--- config.mk ---
export PLATFORM = sky130hd
export DESIGN_NAME = udma_cfg_bridge_flat
export DESIGN_NICKNAME = d
export VERILOG_FILES = /design/src/rtl/udma_pkg.sv /design/src/rtl/udma_cfg_bridge_if.sv /design/src/rtl/udma_cfg_watchdog.sv /design/src/rtl/udma_cfg_bridge.sv /design/src/flat_wrapper.sv
export SDC_FILE = /design/constraint.sdc
export NUM_CORES = 1
export LEC_CHECK = 0
export ABC_AREA = 1
export CAP_MARGIN = 20
export CORE_AREA = 2 2 169 171
export CTS_BUF_LIST = sky130_fd_sc_hd__clkbuf_16
export DETAILED_ROUTE_END_ITERATION = 7
export DIE_AREA = 0 0 171 173
export PLACE_DENSITY_LB_ADDON = 0.3
export SYNTH_ARGS = -nofsm -noshare
export SYNTH_HDL_FRONTEND = slang
export SYNTH_SLANG_ARGS = --single-unit
--- constraint.sdc ---
create_clock -name clk_i -period 1.6 [get_ports clk_i]
set_clock_uncertainty 0.15 [all_clocks]
set_input_delay 0.24 -clock clk_i [delete_from_list [all_inputs] [get_ports clk_i]]
set_output_delay 0.24 -clock clk_i [all_outputs]
set_load 0.05 [all_outputs]
--- src/rtl/udma_pkg.sv ---
// udma_pkg: shared types and constants for the uDMA configuration bridge
package udma_pkg;
  typedef enum logic [1:0] {IDLE, ACCESS, RESP} udma_cfg_state_e;
  localparam logic [31:0] UDMA_CFG_ERR_DATA = 32'h0;
endpackage

--- src/rtl/udma_cfg_bridge_if.sv ---
// udma_cfg_bridge_if: APB completer-side bus bundle for the configuration bridge
interface udma_cfg_bridge_if #(parameter int APB_ADDR_WIDTH = 12);
  logic [APB_ADDR_WIDTH-1:0] PADDR;
  logic [31:0] PWDATA;
  logic PWRITE;
  logic PSEL;
  logic PENABLE;
  logic [31:0] PRDATA;
  logic PREADY;
  logic PSLVERR;
  modport master (output PADDR, PWDATA, PWRITE, PSEL, PENABLE, input PRDATA, PREADY, PSLVERR);
  modport slave (input PADDR, PWDATA, PWRITE, PSEL, PENABLE, output PRDATA, PREADY, PSLVERR);
endinterface

--- src/rtl/udma_cfg_watchdog.sv ---
// udma_cfg_watchdog: per-transfer cycle counter that flags a hung peripheral
module udma_cfg_watchdog #(
  parameter int TIMEOUT_CYCLES = 255
) (
  input  logic clk_i,
  input  logic rstn_i,
  input  logic clear,
  input  logic enable,
  output logic expired
);
  localparam int W = TIMEOUT_CYCLES > 0 ? $clog2(TIMEOUT_CYCLES + 1) : 1;
  logic [W-1:0] cnt;
  always_ff @(posedge clk_i or negedge rstn_i)
    if (!rstn_i) cnt <= '0;
    else if (clear) cnt <= '0;
    else if (enable) cnt <= cnt + W'(1);
  assign expired = (TIMEOUT_CYCLES != 0) && (cnt == W'(TIMEOUT_CYCLES - 1));
endmodule

--- src/rtl/udma_cfg_bridge.sv ---
// udma_cfg_bridge: APB to per-peripheral register bridge with decode errors and a watchdog
module udma_cfg_bridge
  import udma_pkg::*;
#(
  parameter int APB_ADDR_WIDTH = 12,
  parameter int N_PERIPHS      = 9,
  parameter int REG_ADDR_WIDTH = 5,
  parameter int TIMEOUT_CYCLES = 255
) (
  input  logic                           clk_i,
  input  logic                           rstn_i,
  udma_cfg_bridge_if.slave               apb,
  output logic [31:0]                    periph_data_o,
  output logic [REG_ADDR_WIDTH-1:0]      periph_addr_o,
  output logic                           periph_rwn_o,
  output logic [N_PERIPHS-1:0]           periph_valid_o,
  input  logic [N_PERIPHS-1:0][31:0]     periph_data_i,
  input  logic [N_PERIPHS-1:0]           periph_ready_i,
  output logic                           timeout_o,
  output logic [7:0]                     err_cnt_o
);
  localparam int ID_WIDTH = APB_ADDR_WIDTH - REG_ADDR_WIDTH - 2;
  localparam int SW = N_PERIPHS > 1 ? $clog2(N_PERIPHS) : 1;
  if ((1 << ID_WIDTH) < N_PERIPHS) begin : g_id_check
    $error("udma_cfg_bridge: ID_WIDTH too small for N_PERIPHS");
  end
  udma_cfg_state_e state_q, state_d;
  logic [ID_WIDTH-1:0] id;
  logic mapped;
  logic [SW-1:0] sel_q, sel_d;
  logic [N_PERIPHS-1:0] valid_d;
  logic [REG_ADDR_WIDTH-1:0] addr_d;
  logic [31:0] data_d, rdata_q, rdata_d;
  logic rwn_d, err_q, err_d, wd_clr, wd_en, expired;
  logic unused_addr_lsbs;
  assign unused_addr_lsbs = ^apb.PADDR[1:0];
  assign id = apb.PADDR[APB_ADDR_WIDTH-1:REG_ADDR_WIDTH+2];
  assign mapped = {1'b0, id} < (ID_WIDTH + 1)'(N_PERIPHS);
  udma_cfg_watchdog #(.TIMEOUT_CYCLES(TIMEOUT_CYCLES)) u_wd (
    .clk_i, .rstn_i, .clear(wd_clr), .enable(wd_en), .expired
  );
  always_comb begin
    state_d   = state_q;
    sel_d     = sel_q;
    valid_d   = periph_valid_o;
    addr_d    = periph_addr_o;
    data_d    = periph_data_o;
    rwn_d     = periph_rwn_o;
    err_d     = err_q;
    rdata_d   = rdata_q;
    wd_clr    = 1'b0;
    wd_en     = 1'b0;
    timeout_o = 1'b0;
    case (state_q)
      IDLE: if (apb.PSEL && !apb.PENABLE) begin
        addr_d  = apb.PADDR[REG_ADDR_WIDTH+1:2];
        data_d  = apb.PWDATA;
        rwn_d   = !apb.PWRITE;
        sel_d   = SW'(id);
        wd_clr  = 1'b1;
        err_d   = !mapped;
        state_d = mapped ? ACCESS : RESP;
        valid_d = mapped ? N_PERIPHS'(1) << id : '0;
        rdata_d = mapped ? rdata_q : UDMA_CFG_ERR_DATA;
      end
      ACCESS: if (periph_ready_i[sel_q]) begin
        state_d = RESP;
        valid_d = '0;
        err_d   = 1'b0;
        rdata_d = periph_rwn_o ? periph_data_i[sel_q] : 32'h0;
      end else if (expired) begin
        state_d   = RESP;
        valid_d   = '0;
        err_d     = 1'b1;
        rdata_d   = UDMA_CFG_ERR_DATA;
        timeout_o = 1'b1;
      end else wd_en = 1'b1;
      default: state_d = IDLE;
    endcase
  end
  always_ff @(posedge clk_i or negedge rstn_i)
    if (!rstn_i) begin
      state_q        <= IDLE;
      sel_q          <= '0;
      periph_valid_o <= '0;
      periph_addr_o  <= '0;
      periph_data_o  <= '0;
      periph_rwn_o   <= 1'b0;
      err_q          <= 1'b0;
      rdata_q        <= '0;
      err_cnt_o      <= '0;
    end else begin
      state_q        <= state_d;
      sel_q          <= sel_d;
      periph_valid_o <= valid_d;
      periph_addr_o  <= addr_d;
      periph_data_o  <= data_d;
      periph_rwn_o   <= rwn_d;
      err_q          <= err_d;
      rdata_q        <= rdata_d;
      if (state_q == RESP && err_q && err_cnt_o != 8'hFF) err_cnt_o <= err_cnt_o + 8'd1;
    end
  assign apb.PREADY  = state_q == RESP;
  assign apb.PSLVERR = (state_q == RESP) && err_q;
  assign apb.PRDATA  = (state_q == RESP) ? rdata_q : 32'h0;
endmodule

--- src/flat_wrapper.sv ---
// flat-port wrapper written by rule: the top's interface ports become plain ports
module udma_cfg_bridge_flat import udma_pkg::*;
#(
  parameter int APB_ADDR_WIDTH = 12,
  parameter int N_PERIPHS      = 9,
  parameter int REG_ADDR_WIDTH = 5,
  parameter int TIMEOUT_CYCLES = 255
)
  (clk_i, rstn_i, periph_data_o, periph_addr_o, periph_rwn_o, periph_valid_o, periph_data_i, periph_ready_i, timeout_o, err_cnt_o, apb_PADDR, apb_PWDATA, apb_PWRITE, apb_PSEL, apb_PENABLE, apb_PRDATA, apb_PREADY, apb_PSLVERR);
  udma_cfg_bridge_if #(.APB_ADDR_WIDTH(APB_ADDR_WIDTH)) apb_i ();
  input  logic clk_i;
  input  logic rstn_i;
  output logic [31:0] periph_data_o;
  output logic [REG_ADDR_WIDTH-1:0] periph_addr_o;
  output logic periph_rwn_o;
  output logic [N_PERIPHS-1:0] periph_valid_o;
  input  logic [N_PERIPHS-1:0][31:0] periph_data_i;
  input  logic [N_PERIPHS-1:0] periph_ready_i;
  output logic timeout_o;
  output logic [7:0] err_cnt_o;
  input wire logic [$bits(apb_i.PADDR)-1:0] apb_PADDR;
  input wire logic [$bits(apb_i.PWDATA)-1:0] apb_PWDATA;
  input wire logic [$bits(apb_i.PWRITE)-1:0] apb_PWRITE;
  input wire logic [$bits(apb_i.PSEL)-1:0] apb_PSEL;
  input wire logic [$bits(apb_i.PENABLE)-1:0] apb_PENABLE;
  output wire logic [$bits(apb_i.PRDATA)-1:0] apb_PRDATA;
  output wire logic [$bits(apb_i.PREADY)-1:0] apb_PREADY;
  output wire logic [$bits(apb_i.PSLVERR)-1:0] apb_PSLVERR;
  assign apb_i.PADDR = apb_PADDR;
  assign apb_i.PWDATA = apb_PWDATA;
  assign apb_i.PWRITE = apb_PWRITE;
  assign apb_i.PSEL = apb_PSEL;
  assign apb_i.PENABLE = apb_PENABLE;
  assign apb_PRDATA = apb_i.PRDATA;
  assign apb_PREADY = apb_i.PREADY;
  assign apb_PSLVERR = apb_i.PSLVERR;
  udma_cfg_bridge #(.APB_ADDR_WIDTH(APB_ADDR_WIDTH), .N_PERIPHS(N_PERIPHS), .REG_ADDR_WIDTH(REG_ADDR_WIDTH), .TIMEOUT_CYCLES(TIMEOUT_CYCLES)) u_core (.clk_i(clk_i), .rstn_i(rstn_i), .apb(apb_i), .periph_data_o(periph_data_o), .periph_addr_o(periph_addr_o), .periph_rwn_o(periph_rwn_o), .periph_valid_o(periph_valid_o), .periph_data_i(periph_data_i), .periph_ready_i(periph_ready_i), .timeout_o(timeout_o), .err_cnt_o(err_cnt_o));
endmodule
==> results of run 1 <==
-- cell type report --
class                           count  area, µm²  area share
Sequential cell                   102       2560       0.176
Timing Repair Buffer              558       6410       0.441
Multi-Input combinational cell    851       4430       0.305
Tap cell                          378        473      0.0325
Inverter                           96        385      0.0265
Antenna cell                        2       5.00    0.000344
Clock inverter                      6       40.0     0.00275
Clock buffer                        9        225      0.0155
-- metrics by stage --
step	hold WS [ns]	cells	setup TNS, ns	util	worst slack, ns
after floorplan	-0.206	1129	-12.55	-	-0.383
after global placement	-0.0759	1959	-30.98	0.486	-0.473
after detailed placement	-0.0739	1959	-32.44	0.486	-0.508
after CTS	0.131	1998	-39.05	0.520	-0.605
after global routing	0.158	2002	-45.33	0.526	-0.676
final	0.141	2002	-35.88	0.526	-0.603
-- worst register-to-register path, stage by stage (launching register included) --
cell and delay [ns]:
dfrtp_4 0.53, inv_8 0.10, buf_6 0.10, nand2_1 0.05, nand2_2 0.07, nand2_2 0.06
nand3_4 0.08, nand3_4 0.10, buf_4 0.17, nand4_4 0.10, nand3_4 0.17, buf_16 0.20
nand2_1 0.06, nand2_1 0.05
-- cells in the final DEF (no fill, tap or decap), drive strengths merged --
cell type | netlist | final
dfrtp | 102 | 102
nand4 | 15 | 15
mux2 | 1 | 1
mux2i | 1 | 1
buf | 39 | 215
nor3 | 2 | 2
nor2 | 258 | 258
o21ai | 167 | 167
clkdlybuf4s50 | 0 | 342
o211ai | 64 | 64
nand2b | 1 | 1
clkinvlp | 0 | 1
nor4 | 1 | 1
dlygate4sd3 | 0 | 1
clkinv | 1 | 5
ha | 3 | 3
nand2 | 242 | 242
or2 | 1 | 1
diode | 0 | 2
xnor2 | 6 | 6
clkbuf | 41 | 9
inv | 95 | 96
xor2 | 7 | 7
o31ai | 1 | 1
nand3 | 81 | 81
-- per-layer routing --
metal  GRT usage  up-vias
met1       0.278     4369
met2       0.415      327
met4      0.0791        0
met3      0.0558       65
li1            -     4634
met5           0        -
-- power by group through the flow --
stage | sequential (mW) | combinational, mW | clock, mW
after floorplan | 5.92 | 7.11 | 0
after global placement | 4.29 | 16.0 | 0
after detailed placement | 4.31 | 16.2 | 0
after CTS | 4.28 | 17.6 | 2.15
after global routing | 4.42 | 19.0 | 2.26
final | 4.31 | 17.7 | 2.08
-- path summary, 6_finish.rpt --
| kind | from | to | slack [ns] | depth (start not counted) |
|---|---|---|---|---|
| max in group asynchronous | rstn_i | u_core.sel_q[0] | 0.59 | 3 |
| worst max register to register | u_core.sel_q[0] | u_core.rdata_q[11] | -0.51 | 13 |
| worst min register to register | u_core.rdata_q[28] | u_core.rdata_q[28] | 0.32 | 2 |
| worst max-delay path | u_core.sel_q[0] | timeout_o | -0.60 | 9 |
| worst min-delay path | rstn_i | u_core.periph_data_o[19] | 0.14 | 2 |
| min in group clk_i | apb_PADDR[6] | u_core.periph_addr_o[4] | 0.26 | 3 |
-- state kept, by name, indices dropped and copies added (netlist names) --
name / cells
u_core.u_wd.cnt: 8
u_core.periph_addr_o: 5
u_core.state_q: 2
u_core.sel_q: 4
u_core.periph_data_o: 32
u_core.err_cnt_o: 8
u_core.err_q: 1
u_core.periph_valid_o: 9
u_core.rdata_q: 32
u_core.periph_rwn_o: 1
-- kinds of logic (layout without fill, tap and decap cells) --
logic type	count (synthesis)	after routing	synth area share
flops	102	102	0.350
xor+xnor	13	13	0.0156
simple gates	601	601	0.338
other cells	0	2	0
mux	2	2	0.00292
compound gates	232	232	0.182
buf+inv	176	669	0.106
fa+ha+maj	3	3	0.00515
-- what timing repair did --
| action | in CTS | in global routing |
|---|---|---|
| cloned | 4 | 0 |
| hold buffers | 1 | 0 |
| pin swaps | 18 | 25 |
| resized for setup | 101 | 56 |
| hold endpoints to repair | 102 | 0 |
| setup buffers | 19 | 8 |
| endpoints found under the setup margin | 91 | 137 |
==> metrics, run 1 <==
Placed Area 13400 µm²; fraction of layout cells with a size suffix above 1 0.198; post-layout minimum cycle time 2.20 ns; wire length on met3 2.30 mm; Max Root-Sink Buffers 2; syn nets 1478; via count 9395; highest-delay cell along the critical path dfrtp_4; post-route clock period utilization 1.38; Startpoint Class flip-flop; Netlist Area Pre-Place 7280 µm²; critical path class reg -> out; vias in the first global route 9309; Die X 171 µm; leakage power 6.36 nW; Seq cells post-synth 102; Syn-to-layout area delta 99.6%; critical path's largest stage delay 0.53 ns; crit-path most repeated cell nand3_4; root buffer cell clkbuf_16; Met1 Wirelength 14.3 mm; DR top layer met4; Final GP Congestion 0.908; Post-synth EDFFs 0; Arrival @ worst endpoint 1.81 ns; Primary FF master, synth dfrtp_1; Critical Path RT 1.21 ns; Syn Area/Cell 6.45 µm²; WP buf/inv 2; CP Max Fanout 5; switching share of power 0.483; status complete, but fails checks; Slew Viols, Final 0; # clock sinks 102; clock share of power 0.086; largest net degree at the start of global routing 61; gr ovfl total 0; Reg power frac 0.179; I/O Pins 436; Starting Density 0.264; die height 173 µm; post-route ant nets 0; initial antenna violation count 2; Post-DP HPWL 27.9 mm; max frequency 0.454 GHz; Vias per Instance 4.69; core footprint 27600 µm²; Reg clk slew, reported paths 0.07 ns; Slew Limit Headroom 0.707; Yosys cell types 33; # setup viols final 95; Final Hold Viols 0; Worst Setup Slack, final -0.603 ns; Critical Path End Type primary output; Avg WL per Cell 17.9 µm; met2 WL 17.9 mm; leading area contributor after synthesis dfrtp_1; Hold/Removal Path Class in -> async; cell area after layout 14500 µm²; CTS buffer count 9; worst skew pair latency 0.36 ns; Initial DRC Count 606; sequential cell area fraction in the yosys report 0.350; largest cells by area after synthesis dfrtp_1 35%, nor2_1 13%, nand2_1 12%; Sw Pwr 11.6 mW; Final Power 24.1 mW; P_int 12.4 mW; Yosys warning count 0; maxcap violations 0; CTS tree done; CP delay by family, top simple AND/OR/NAND/NOR gates; worst-margin pin slew 0.439 ns; list of most frequent post-synthesis cells 254 x nor2_1, 240 x nand2_1, 149 x o21ai_0, 102 x dfrtp_1, 89 x inv_1; total wire length 35.8 mm; residual DRC count 0; VDD IR max 0.000889 V; # rows 61; failing checks negative setup slack; first-pass GRT wire length 53.5 mm; ys async rst share 1.00; H-tree Lvls 3; die area 29600 µm²; Gate power share 0.735; most numerous cell in the Yosys netlist nor2_1; Final nets 1967; RSZ-0062 raised after global routing yes; critical path cell sequence buf_12 > nand2_4 > nand2_2 > nand2_2 > nand3_4 > nand3_4 > nand3_4 > nor2_4 > buf_8; global-route usage over all layers 0.235; top cell type's share of synthesized area 0.350; IO buf count 433; Fillers 2659; Mapped Cells 1129; Pwr per Cell Area 1660 nW/µm²; drt pass-1 iters 4
(Power assumes the default switching activity.)
==> run 2, diff against run 1 <==
--- a/config.mk
+++ b/config.mk
@@ -12,6 +12,7 @@
 export DETAILED_ROUTE_END_ITERATION = 7
 export DIE_AREA = 0 0 171 173
 export PLACE_DENSITY_LB_ADDON = 0.3
+export SLEW_MARGIN = 0
 export SYNTH_ARGS = -nofsm -noshare
 export SYNTH_HDL_FRONTEND = slang
 export SYNTH_SLANG_ARGS = --single-unit
==> constraint.sdc (replaced) <==
create_clock -name clk_i -period 2.2 [get_ports clk_i]
set_clock_uncertainty 0.15 [all_clocks]
set_input_delay 0.33 -clock clk_i [delete_from_list [all_inputs] [get_ports clk_i]]
set_output_delay 0.33 -clock clk_i [all_outputs]
set_load 0.05 [all_outputs]
==> metrics, run 2 (synthesized netlist as in run 1, its figures left out) <==
commonest cells after routing, fill and taps aside 397 x clkdlybuf4s50_1, 237 x nand2_1, 215 x nor2_1; Reg clk slew, reported paths 0.06 ns; Syn-to-layout area delta 76.3%; H-tree Lvls 3; worst r2r src u_core.sel_q[0]; Setup WS pre-CTS -0.0493 ns; Fillers 2789; Final Hold Viols 0; residual DRC count 0; core footprint 27600 µm²; critical path's largest stage delay 0.54 ns; critical path class reg -> out; CTS buffer count 9; Die X 171 µm; placed cell count 1911; leakage power 5.64 nW; Pwr per Cell Area 1190 nW/µm²; commonest non-fill, non-tap cell in the layout clkdlybuf4s50_1; # setup viols final 1; Initial DRC Count 636; Worst Setup Slack, final -0.0439 ns; I/O Pins 436; worst skew pair latency 0.35 ns; Hold/Removal Path Class in -> async; RSZ-0062 raised after global routing yes; root buffer cell clkbuf_16; status complete, but fails checks; Post-Layout Cell Count 1942; gr ovfl total 0; IO buf count 433; drt pass-1 iters 5; Slew Viols, Final 0; first-pass GRT wire length 51.3 mm; Final GP Congestion 1.01; Critical R2R Capture u_core.rdata_q[1]; vias in the first global route 8842; VDD IR max 0.000773 V; initial antenna violation count 6; via count 9296; CTS tree done; die height 173 µm; Vias per Instance 4.79; worst-margin pin slew 0.577 ns; post-layout util 0.465; # clock sinks 102; Avg WL per Cell 18.0 µm; post-route ant nets 0; max frequency 0.446 GHz; Slew Limit Headroom 0.614; Critical Path End Type primary output; total wire length 35.0 mm; fraction of layout cells with a size suffix above 1 0.117; critical path cell sequence buf_16 > nand2_1 > nand3_2 > nand3_2 > nand3_4 > nand3_4 > nor2_4 > buf_12; largest net degree at the start of global routing 50; failing checks negative setup slack; Max Root-Sink Buffers 2; maxcap violations 0; post-layout minimum cycle time 2.24 ns; Arrival @ worst endpoint 1.76 ns; Starting Density 0.264; Reg2Reg Depth 11; Post-DP HPWL 26.6 mm; Largest regs u_core.periph_data_o x32, u_core.rdata_q x32, u_core.periph_valid_o x9; # rows 61; CP Max Fanout 7; post-route clock period utilization 1.02; slack of the worst reg-to-reg path 0.10 ns; global-route usage over all layers 0.227; Critical Path RT 1.72 ns; Final nets 1907; die area 29600 µm²; highest-delay cell along the critical path dfrtp_4; Startpoint Class flip-flop
[run 2: cell types whose count changed in the layout (fill, tap and decap cells not counted), sizes merged]
cell	before	now
diode	2	5
clkbuf	9	11
clkdlybuf4s50	342	397
bufinv	0	2
bufbuf	0	2
inv	96	94
buf	215	96
clkinv	5	2
[run 2: report_power, final]
part | switching [mW] | total [mW] | internal [mW]
registers | 0.446 | 2.96 | 2.51
clock network | 0.686 | 1.65 | 0.969
logic | 6.64 | 10.6 | 3.99
[run 2: per-layer routing]
layer	GRT usage	vias up	part of all wire
li1	-	4518	-
met1	0.278	4323	0.41
met2	0.384	364	0.47
met3	0.0472	91	0.065
met4	0.0960	0	0.046
met5	0	-	0
[run 2: worst max path at each step]
stage	from	end	cells after the start	slack (ns)
2_1_floorplan	u_core.sel_q[0]	timeout_o	9	0.02
3_3_place_gp	periph_ready_i[7]	timeout_o	9	-0.04
3_5_place_dp	periph_ready_i[7]	timeout_o	9	-0.05
4_1_cts	u_core.sel_q[0]	timeout_o	9	-0.12
5_1_grt	u_core.sel_q[0]	timeout_o	9	-0.14
6_report	u_core.sel_q[0]	timeout_o	8	-0.04
[run 2: stage by stage]
step	hold WS [ns]	total power, mW	setup TNS [ns]	area (µm²)
after floorplan	-0.116	9.18	0	7360
after global placement	0.104	12.9	-0.0414	12200
after detailed placement	0.105	13.0	-0.0493	12200
after CTS	0.280	15.2	-0.118	12700
after global routing	0.322	16.4	-0.230	12800
final	0.282	15.2	-0.0439	12800
[run 2: critical path, delay by kind of cell (launching register included)]
family,cells,cell delay (ns)
buffers and inverters,2,0.32
flip-flops,1,0.54
AND/OR/NAND/NOR,6,0.54
[run 2: final cells by class]
| type | count | area (µm²) | share of cell area |
|---|---|---|---|
| well taps | 378 | 473 | 0.0368 |
| repair buffers | 498 | 4970 | 0.387 |
| diodes | 5 | 12.5 | 0.000974 |
| clock inverters | 3 | 63.8 | 0.00497 |
| clock buffers | 9 | 225 | 0.0175 |
| flip-flops and latches | 102 | 2560 | 0.199 |
| inverters | 96 | 379 | 0.0295 |
| multi-input cells | 851 | 4150 | 0.324 |
[run 2: repair_timing]
item	CTS	global route
hold endpoints to repair	20	0
hold buffers	1	0
pin swaps	4	13
endpoints found under the setup margin	9	16
gates cloned	2	2
setup buffers	8	3
gates resized for setup	15	23
==> run 3, diff against run 2 <==
==> constraint.sdc (replaced) <==
create_clock -name clk_i -period 2.2 [get_ports clk_i]
set_clock_uncertainty 0.15 [all_clocks]
set_input_delay 0.44 -clock clk_i [delete_from_list [all_inputs] [get_ports clk_i]]
set_output_delay 0.44 -clock clk_i [all_outputs]
set_load 0.05 [all_outputs]
==> metrics, run 3 (synthesized netlist as in run 1, its figures left out) <==
core footprint 27600 µm²; # setup viols final 46; # rows 61; die height 173 µm; Worst Setup Slack, final -0.206 ns; largest net degree at the start of global routing 62; Setup WS pre-CTS -0.268 ns; drt pass-1 iters 5; maxcap violations 0; via count 9286; Avg WL per Cell 17.9 µm; Slew Limit Headroom 0.632; Die X 171 µm; commonest non-fill, non-tap cell in the layout clkdlybuf4s50_1; Pwr per Cell Area 1210 nW/µm²; Initial DRC Count 524; Max Root-Sink Buffers 2; Critical Path End Type primary output; die area 29600 µm²; Final Hold Viols 0; Startpoint Class flip-flop; I/O Pins 436; critical path class reg -> out; fraction of layout cells with a size suffix above 1 0.142; leakage power 5.92 nW; first-pass GRT wire length 51.4 mm; total wire length 35.3 mm; Final GP Congestion 0.946; vias in the first global route 8874; post-route clock period utilization 1.09; hold path depth 2; gr ovfl total 0; root buffer cell clkbuf_16; Slew Viols, Final 0; global-route usage over all layers 0.224; P_int 8.05 mW; RSZ-0062 raised after global routing yes; CTS buffer count 9; Syn-to-layout area delta 83.5%; Arrival @ worst endpoint 1.82 ns; IO buf count 433; max frequency 0.416 GHz; # clock sinks 102; failing checks negative setup slack; Vias per Instance 4.71; Starting Density 0.264; clock share of power 0.111; Final nets 1936; post-layout util 0.484; H-tree Lvls 3; residual DRC count 0; Largest regs u_core.periph_data_o x32, u_core.rdata_q x32, u_core.periph_valid_o x9; Gate power share 0.706; Hold/Removal Path Class reg -> reg; worst-margin pin slew 0.552 ns; status complete, but fails checks; Sw Pwr 8.17 mW; commonest cells after routing, fill and taps aside 385 x clkdlybuf4s50_1, 231 x nand2_1, 218 x nor2_1; VDD IR max 0.000810 V; CP Max Fanout 6; CTS tree done; switching share of power 0.504; Reg clk slew, reported paths 0.07 ns; Post-DP HPWL 26.3 mm; Fillers 2788; Reg power frac 0.183; Reg2Reg Depth 15; worst skew pair latency 0.36 ns; Critical Path RT 1.61 ns; initial antenna violation count 3; post-route ant nets 0; post-layout minimum cycle time 2.41 ns
==> run 3: critical path, cell delays in order, from the launching register on <==
cell and delay (ns):
dfrtp_4 0.53, inv_8 0.10, buf_12 0.11, nand2_2 0.05
nand3_2 0.06, nand3_2 0.13, nand3_4 0.12, nand3_4 0.08
nor2_4 0.13, buf_12 0.15
==> run 3: routing by layer <==
metal  vias to the layer above  wire, µm  track usage
met2                       325     17400        0.390
met5                         -         0            0
li1                       4585         -            -
met1                      4326     14700        0.280
met4                         0       912       0.0692
met3                        50      2260       0.0421
==> run 3: path summary, 6_finish.rpt <==
check / from / to / slack [ns]
setup reg to reg: u_core.sel_q[0] / u_core.periph_valid_o[5] / -0.14
max in group asynchronous: rstn_i / u_core.rdata_q[30] / 0.80
hold / removal: u_core.rdata_q[7] / u_core.rdata_q[7] / 0.32
setup / recovery: u_core.sel_q[0] / timeout_o / -0.21
min in group asynchronous: rstn_i / u_core.err_cnt_o[6] / 0.43
hold reg to reg: u_core.rdata_q[7] / u_core.rdata_q[7] / 0.32
==> run 3: layout make-up <==
class / instances / area (µm²) / share of cell area
well taps: 378 / 473 / 0.0354
clock inverters: 7 / 101 / 0.00758
repair buffers: 525 / 5330 / 0.399
flip-flops and latches: 102 / 2560 / 0.192
diodes: 3 / 7.51 / 0.000562
clock buffers: 9 / 225 / 0.0168
inverters: 96 / 375 / 0.0281
multi-input cells: 853 / 4300 / 0.321
==> run 3: metrics by stage <==
stage	hold slack [ns]	power (mW)	TNS, ns	instances	instance area (µm²)
after floorplan	-0.00559	9.27	-1.29	1129	7450
final	0.322	16.2	-4.17	1973	13400
after CTS	0.327	15.6	-0.351	1948	13000
after global routing	0.345	17.3	-9.59	1973	13400
after global placement	0.271	13.2	-7.99	1919	12400
after detailed placement	0.271	13.3	-9.25	1919	12400
==> run 3: what timing repair did <==
item / in CTS / in global routing
pin swaps: 8 / 10
buffers inserted: 11 / 17
hold buffers: 1 / 0
hold endpoints to repair: 28 / 0
setup endpoints to repair: 37 / 75
gates resized for setup: 36 / 41
cloned: 1 / 7
==> run 3: power by group through the flow <==
| stage | Clock [mW] | Sequential [mW] | Combinational [mW] |
|---|---|---|---|
| after detailed placement | 0 | 2.98 | 10.3 |
| after CTS | 1.86 | 2.98 | 10.8 |
| after global placement | 0 | 2.97 | 10.2 |
| after floorplan | 0 | 4.30 | 4.97 |
| after global routing | 1.93 | 3.06 | 12.4 |
| final | 1.80 | 2.97 | 11.5 |
